$ cat config.mk
export PLATFORM = sky130hd
export DESIGN_NAME = alu_share_arbiter
export DESIGN_NICKNAME = d
export VERILOG_FILES = /design/src/rtl/alu_pkg.sv /design/src/rtl/rr_arbiter2.sv /design/src/rtl/alu_share_arbiter.sv
export SDC_FILE = /design/constraint.sdc
export NUM_CORES = 1
export LEC_CHECK = 0
export CAP_MARGIN = 40
export CORE_AREA = 2 2 122 124
export DETAILED_ROUTE_END_ITERATION = 16
export DIE_AREA = 0 0 124 126
export GPL_ROUTABILITY_DRIVEN = 0
export PLACE_DENSITY = 0.83
export SYNTH_ARGS = -nofsm -noshare
export SYNTH_HDL_FRONTEND = slang
export SYNTH_HIERARCHICAL = 1
export SYNTH_SLANG_ARGS = --single-unit
$ cat constraint.sdc
create_clock -name Clk -period 1.7 [get_ports Clk]
set_input_delay 0.17 -clock Clk [delete_from_list [all_inputs] [get_ports Clk]]
set_output_delay 0.17 -clock Clk [all_outputs]
set_load 0.1 [all_outputs]
$ cat src/rtl/alu_pkg.sv
// Shared ALU definitions: ALUControl encodings and the sequencer state type.
package alu_pkg;

    localparam logic [5:0] ALU_ADD = 6'b100000;
    localparam logic [5:0] ALU_SUB = 6'b100010;
    localparam logic [5:0] ALU_MUL = 6'b011000;
    localparam logic [5:0] ALU_AND = 6'b100100;
    localparam logic [5:0] ALU_OR  = 6'b100101;
    localparam logic [5:0] ALU_NOR = 6'b100111;
    localparam logic [5:0] ALU_XOR = 6'b100110;
    localparam logic [5:0] ALU_SLL = 6'b000000;
    localparam logic [5:0] ALU_SRL = 6'b000010;
    localparam logic [5:0] ALU_SLT = 6'b101010;

    typedef enum logic [1:0] {
        StIdle,
        StExec,
        StResp
    } state_e;

endpackage

$ cat src/rtl/rr_arbiter2.sv
// Two-way round-robin grant: a tie goes to the requester that did not win last.
module rr_arbiter2 (
    input  logic [1:0] valid_i,
    input  logic       last_grant_i,
    output logic [1:0] grant_o,
    output logic       grant_idx_o
);

    always_comb begin
        grant_idx_o = 1'b0;
        if (valid_i == 2'b11) begin
            grant_idx_o = ~last_grant_i;
        end else if (valid_i[1]) begin
            grant_idx_o = 1'b1;
        end
        grant_o = {valid_i[1] & grant_idx_o, valid_i[0] & ~grant_idx_o};
    end

endmodule

$ cat src/rtl/alu_share_arbiter.sv
// Round-robin sequencer sharing one combinational ALU between two clients,
// with a multi-cycle hold for MUL and a per-client response handshake.
module alu_share_arbiter
    import alu_pkg::*;
#(
    parameter int unsigned MUL_LAT = 3
) (
    input  logic        Clk,
    input  logic        Reset_n,
    input  logic        Req0Valid,
    output logic        Req0Ready,
    input  logic [5:0]  Req0Ctl,
    input  logic [31:0] Req0A,
    input  logic [31:0] Req0B,
    input  logic        Req1Valid,
    output logic        Req1Ready,
    input  logic [5:0]  Req1Ctl,
    input  logic [31:0] Req1A,
    input  logic [31:0] Req1B,
    output logic        Rsp0Valid,
    input  logic        Rsp0Ready,
    output logic [31:0] Rsp0Result,
    output logic        Rsp0Zero,
    output logic        Rsp1Valid,
    input  logic        Rsp1Ready,
    output logic [31:0] Rsp1Result,
    output logic        Rsp1Zero,
    output logic [5:0]  AluControl,
    output logic [31:0] AluA,
    output logic [31:0] AluB,
    input  logic [31:0] AluResult
);

    localparam logic [3:0] MulCnt = 4'(MUL_LAT - 1);

    state_e      state_q, state_d;
    logic        last_grant_q, last_grant_d;
    logic        grant_id_q, grant_id_d;
    logic [3:0]  cnt_q, cnt_d;
    logic [31:0] result_q, result_d;
    logic [5:0]  ctl_q, ctl_d;
    logic [31:0] a_q, a_d;
    logic [31:0] b_q, b_d;

    logic [1:0]  grant;
    logic        grant_idx;
    logic        rsp_fire;

    rr_arbiter2 u_arb (
        .valid_i      ({Req1Valid, Req0Valid}),
        .last_grant_i (last_grant_q),
        .grant_o      (grant),
        .grant_idx_o  (grant_idx)
    );

    always_comb begin
        state_d      = state_q;
        last_grant_d = last_grant_q;
        grant_id_d   = grant_id_q;
        cnt_d        = cnt_q;
        result_d     = result_q;
        ctl_d        = ctl_q;
        a_d          = a_q;
        b_d          = b_q;
        rsp_fire     = grant_id_q ? Rsp1Ready : Rsp0Ready;

        unique case (state_q)
            StIdle: begin
                if (|grant) begin
                    ctl_d      = grant_idx ? Req1Ctl : Req0Ctl;
                    a_d        = grant_idx ? Req1A : Req0A;
                    b_d        = grant_idx ? Req1B : Req0B;
                    grant_id_d = grant_idx;
                    cnt_d      = (ctl_d == ALU_MUL) ? MulCnt : 4'd0;
                    state_d    = StExec;
                end
            end
            StExec: begin
                if (cnt_q == 4'd0) begin
                    result_d = AluResult;
                    state_d  = StResp;
                end else begin
                    cnt_d = cnt_q - 4'd1;
                end
            end
            StResp: begin
                if (rsp_fire) begin
                    last_grant_d = grant_id_q;
                    state_d      = StIdle;
                end
            end
            default: state_d = StIdle;
        endcase
    end

    // Handshake outputs are forced low while reset is asserted.
    assign Req0Ready  = Reset_n & (state_q == StIdle) & grant[0];
    assign Req1Ready  = Reset_n & (state_q == StIdle) & grant[1];
    assign Rsp0Valid  = Reset_n & (state_q == StResp) & ~grant_id_q;
    assign Rsp1Valid  = Reset_n & (state_q == StResp) & grant_id_q;
    assign Rsp0Result = result_q;
    assign Rsp1Result = result_q;
    assign Rsp0Zero   = (result_q == 32'h0);
    assign Rsp1Zero   = (result_q == 32'h0);
    assign AluControl = ctl_q;
    assign AluA       = a_q;
    assign AluB       = b_q;

    always_ff @(posedge Clk) begin
        if (!Reset_n) begin
            state_q      <= StIdle;
            last_grant_q <= 1'b1;
            grant_id_q   <= 1'b0;
            cnt_q        <= 4'd0;
            result_q     <= 32'h0;
            ctl_q        <= 6'h0;
            a_q          <= 32'h0;
            b_q          <= 32'h0;
        end else begin
            state_q      <= state_d;
            last_grant_q <= last_grant_d;
            grant_id_q   <= grant_id_d;
            cnt_q        <= cnt_d;
            result_q     <= result_d;
            ctl_q        <= ctl_d;
            a_q          <= a_d;
            b_q          <= b_d;
        end
    end

endmodule
# Word-level counts from Yosys, hierarchy flattened
# Index checks and enable logic that the tools add are counted.
# word_totals
latch_bits	0
regBits	110
out_inout_bits	140
word_cells	52
romBits	0
n_memories	0
mem_bits_rw	0
# classes
n_lt_le_gt_ge	0
addsub	1
n_reduce_logical	10
n_eq_ne	8
n_mul	0
div_mod_pow	0
n_bitwise	11
n_shift	0
muxes	14
# op_table
op	n
two-way mux 32 bit	2
logical NOT 32 bit	1
bitwise AND 1 bit	8
two-way mux 2 bit	4
two-way mux 4 bit	2
!= test 2 bit (second input constant)	4
case mux 4 bit (2 select lines)	1
== test 6 x 5 -> 1 bit (second input constant)	1
two-way mux 6 bit	1
case mux 2 bit (3 select lines)	1
AND reduction 2 bit	3
AND reduction 3 bit	2
== test 2 bit (second input constant)	2
logical NOT 4 bit	1
subtractor 4 x 1 -> 4 bit (second input constant)	1
two-way mux 1 bit	3
NOT 1 bit	3
== test 2 x 1 -> 1 bit (second input constant)	1
logical NOT 2 bit	1
nonzero test 2 bit	1
OR reduction 2 bit	1

# Logic depth before layout (Yosys ltp)
# Gate-level depths: netlist of the first run.
# logic_depth
depth_word	7
depth_mapped	9
mapped_depth_nobuf	6

# By module
# The synthesis of the first run kept the hierarchy.
# by_module_without_submodules
mod	cells_each	seq_area_each_um2	instances	area_each_um2
alu_share_arbiter	553	2202.1	1	5297.6
rr_arbiter2	4	0.0	1	26.3

# Least setup slack after synthesis of the first run
# No wires, ideal clock.
# synth_timing
path_kind	register -> output
start	register result_q[25] (netlist: Rsp0Result[25])
end	output Rsp1Zero
path_buffers	1
arrival_time_ns	2.941
path_slack_ns	-1.411
required_ns	1.530
stages_incl_launch_ff	5
path_cell_list	dfxtp_1 > nor4_1 > nand4_1 > nor2_1 > buf_4
# synth_via
elab_chain_len	1
# synth_rtl
element	line	source
start, declared	alu_share_arbiter.sv:40	logic [31:0] result_q, result_d;
start signal, assigned	alu_share_arbiter.sv:124	result_q <= result_d;
logical NOT 32 bit	--	
end, declared	alu_share_arbiter.sv:27	output logic Rsp1Zero,
# Every way passes these cells.

# Final worst setup path of the first run
# layout_timing
start	register result_q[11] (netlist: Rsp0Result[11])
end	output Rsp1Zero
# layout_via
elab_chain_len	1
# layout_rtl
element	line	source
logical NOT 32 bit	alu_share_arbiter.sv:104	assign Rsp1Zero = (result_q == 32'h0);
# Every way passes these cells.

==> results of run 1 <==
## metal layers
metal  routed length [um]  global-route usage [%]  part of all wire [%]  vias to the layer above
li1                     -                       -                     -                     2515
met3                 1480                    5.21                   8.8                       20
met4                  296                    7.60                   1.8                        0
met5                    0                       0                     0                        -
met1                 6660                    23.5                    40                     2364
met2                 8390                    36.0                    50                      213
## registers in the layout, summed over array words and instances (netlist names)
name          cells
AluControl        6
AluB             32
last_grant_q      1
state_q           2
AluA             32
Rsp0Result       32
cnt_q             4
grant_id_q        1
## logic make-up after synthesis
family | after synthesis | synth area share (%)
AO/OA/AOI/OAI | 118 | 20.4
adder cells (fa/ha/maj) | 2 | 0.470
buffers and inverters | 79 | 9.99
flip-flops | 110 | 41.4
multiplexers | 73 | 13.7
AND/OR/NAND/NOR | 175 | 14.0
## stage by stage
step	instances	TNS (ns)	hold slack (ns)	worst slack, ns
after global routing	1046	-0.312	0.363	-0.150
after detailed placement	1016	-13.00	0.468	-0.236
final	1046	-0.147	0.357	-0.0742
after global placement	1016	-10.68	0.459	-0.234
after CTS	1034	-0.219	0.346	-0.110
after floorplan	557	-0.378	0.246	-0.378
## cell type report
cell class	count	area, sq um	area share [%]
Sequential cell	110	2250	25.2
Tap cell	184	230	2.57
Clock buffer	14	274	3.06
Timing Repair Buffer	362	3470	38.7
Multi-Input combinational cell	368	2670	29.8
Antenna cell	1	2.50	0.0279
Inverter	5	21.3	0.238
Clock inverter	2	38.8	0.433
## cells in the final DEF (no fill, tap or decap), drive strengths merged, types with 2 or more instances in the layout
cell	synthesis	routed
a211oi	69	69
a21boi	5	5
a21oi	37	37
and3	4	4
buf	61	184
clkbuf	13	15
clkdlybuf4s50	0	177
dfxtp	110	110
ha	2	2
inv	5	5
mux2i	72	72
nand2	70	70
nand4	2	2
nor2	77	77
nor4	9	9
o21ai	4	4
or3	3	3
## worst max path at each step
stage	from	endpoint	slack, ns	cells past startpoint
floorplan	Rsp0Result[0]	Rsp1Zero	-0.38	4
global placement	Req0Valid	AluA[23]	-0.23	7
detailed placement	Req0Valid	AluControl[3]	-0.24	7
CTS	Rsp0Result[11]	Rsp1Zero	-0.11	4
global route	Rsp0Result[11]	Rsp1Zero	-0.15	4
finish	Rsp0Result[11]	Rsp1Zero	-0.07	4
## worst max-delay path, cell delays in order (launching register included)
cell and delay (ns):
sky130_fd_sc_hd__dfxtp_4 0.35, sky130_fd_sc_hd__nor4_4 0.29, sky130_fd_sc_hd__nand4_1 0.21, sky130_fd_sc_hd__nor2_4 0.21
sky130_fd_sc_hd__buf_12 0.20
## what timing repair did
item / in CTS / in global routing
pin swaps: 3 / 3
resized for setup: 12 / 8
endpoints found under the setup margin: 29 / 56
buffers inserted: 2 / 8
gates cloned: 0 / 3
==> results.md, run 1 <==
Clock network:
- The clock edge transition at the registers on the reported setup and hold paths is 0.07 ns.
- TritonCTS built the clock tree.
- CTS saw 110 sinks.
- The H-tree was split into 3 levels.
- TritonCTS created 9 clock buffers.
- For the worst-skew pair, the clock arrives at the later sink with an insertion delay of 0.34 ns.
- Counting along the longest clock path gives a buffer depth of 2.
- The cell sitting at the root of the clock tree is a sky130_fd_sc_hd__clkbuf_16.
- The quantity of hold-fixing buffers added after cts is 0.

Global routing:
- The first-pass GRT wire length is 25000 um.
- For this run the aggregate overflow at the end of global routing stands at 0.
- The pin count of the biggest net entering global routing is 43.
- Global routing consumed, over all layers together, between 20% and 30% of the routing resources.
- The initial antenna violation count is 1.
- The via count of the first global-routing pass came to 4934.

Floorplanning:
- The core region area is 14300 sq um.
- The floorplan step set the die width to 124 um.
- The floorplan step defined a die boundary enclosing ~16000 sq um.
- Pin placement for this block handled approximately 320 I/O pins.
- The cell row count is 44.
- For this configuration, the core starts out at a cell density of 37.2%.
- The floorplan step set the die height to 126 um.

Run status:
- The final reports fail on negative setup slack.
- The run finished, with violations left.

Setup path:
- The critical path in this run is classified as flip-flop to primary output.
- The path depth of the worst reg2reg path is 8.
- The endpoint of the lowest-slack register-to-register path is AluB[12].
- Data on the critical path is required at its endpoint by 1.53 ns.
- The element type at the critical path end is a primary output.
- The startpoint type of the worst setup path is a flip-flop.
- The data arrival time of the critical path is 1.60 ns.
- Setup slack on the worst reg-to-reg path comes out at ~0.070 ns.
- The startpoint of the worst register-to-register path is last_grant_q.
- The maximum fanout encountered on the critical timing path is 2.

Synth:
- The share of Yosys cell area claimed by the top area cell type is 41.4%.
- Counting flops with a built-in enable in the synthesized netlist gives 0.
- The library cell occupying the most area in the post-synthesis netlist is sky130_fd_sc_hd__dfxtp_1.
- The leading register cell type out of synthesis is sky130_fd_sc_hd__dfxtp_1.
- Counting instances in the post-synthesis netlist gives the leading cell types as sky130_fd_sc_hd__dfxtp_1, sky130_fd_sc_hd__nor2_1, sky130_fd_sc_hd__mux2i_1, sky130_fd_sc_hd__nand2_1, sky130_fd_sc_hd__a211oi_2.
- For this run, asynchronously set or reset flops after synthesis account for 0%.
- The gate count after technology mapping is 557.
- The post-synthesis net count is approximately 740.
- The share of the Yosys chip area taken by registers is 41.4%.
- The total number of yosys warnings is 6.
- The most instantiated library cell after synthesis is sky130_fd_sc_hd__dfxtp_1.
- The netlist area before placement is 5320 sq um.
- Each instance of the synthesized netlist takes up on average between 9 and 10 sq um.
- The count of unique library cells instantiated by Yosys is 37.
- Sorting the synthesized cells by area gives the leading types as sky130_fd_sc_hd__dfxtp_1, sky130_fd_sc_hd__a211oi_2, sky130_fd_sc_hd__mux2i_1.
- Counting flops and latches in the post-synthesis netlist gives 110.

STA:
- In the post-route analysis, the smallest setup slack over all paths is -0.0742 ns.
- Across the routed clock network, the largest skew measured is ~0.008 ns.
- Setup violations remaining at the end of the flow were counted as 2.
- The slew of the pin with the lowest slew margin is 0.371 ns.
- The normalized max-slew margin is 75.2%.
- The worst path in the final design needs a cycle of 1.77 ns, including I/O delays and setup.
- The number of failing hold endpoints at the final stage came to 0.
- Setup repair after global routing could not meet its margin everywhere.
- In the finished design, the share of the clock period the worst path needs comes to 104%.
- Timing would allow up to 564 MHz.
- The final number of max-transition violations came to 0.

Routing:
- The average routed wire per standard cell is 16.1 um.
- The total number of vias is 5112.
- The number of DRC violations after detailed-routing iteration 0 is 203.
- Using the TritonRoute via totals, the vias-per-cell ratio works out to 4.89.
- After detailed routing, the total wire length is 16800 um.
- The number of detailed-routing iterations run before antenna repair is 4.
- The final routed DRC violation total is 0.
- The number of nets with antenna violations after detailed routing is 0.

Worst hold path:
- The startpoint identified for the worst hold timing path is AluResult[15].
- For hold timing, the worst endpoint is Rsp0Result[15].
- The worst hold path was traced through 3 stages.
- The worst hold-check path type is primary input to flip-flop.

Placed design:
- Summed over all nets, the half-perimeter wirelength after detailed placement is 12800 um.
- Summing all placed instances gives a cell area of between 8000 and 9000 sq um.
- Input and output buffers added on the ports amount to approximately 320.

Finish:
- The finished cells cover 8950 sq um.
- Compared with the post-synthesis result, the final layout area differs by 68.2%.
- The fill cell instance count of the final layout is roughly 1.2k.
- The final net count is a little over 1k.
- For this run, the share of the core covered by cells in the final layout is 62.6%.
- The ratio of cells with drive above 1 in the final layout is 36.0%.

Flow run:
- The count of max-cap constraint violations is 0.
Power of run 1 is not shown: default switching activity piles up to over one toggle a cycle in this logic, so the estimate is an artifact.
==> run 2, diff against run 1 <==
--- a/config.mk
+++ b/config.mk
@@ -11,6 +11,7 @@
 export DIE_AREA = 0 0 124 126
 export GPL_ROUTABILITY_DRIVEN = 0
 export PLACE_DENSITY = 0.83
+export SKIP_LAST_GASP = 1
 export SYNTH_ARGS = -nofsm -noshare
 export SYNTH_HDL_FRONTEND = slang
 export SYNTH_HIERARCHICAL = 1
==> results of run 2 <==
No change in the layout: final DEF, timing and power equal those of run 1.
Power of run 2 is left out for the same reason.
==> run 3, diff against run 2 <==
--- a/config.mk
+++ b/config.mk
@@ -7,6 +7,7 @@
 export LEC_CHECK = 0
 export CAP_MARGIN = 40
 export CORE_AREA = 2 2 122 124
+export CTS_CLUSTER_SIZE = 30
 export DETAILED_ROUTE_END_ITERATION = 16
 export DIE_AREA = 0 0 124 126
 export GPL_ROUTABILITY_DRIVEN = 0
==> results of run 3 <==
No change in the layout: final DEF, timing and power equal those of run 1.
Power of run 3 is left out for the same reason.
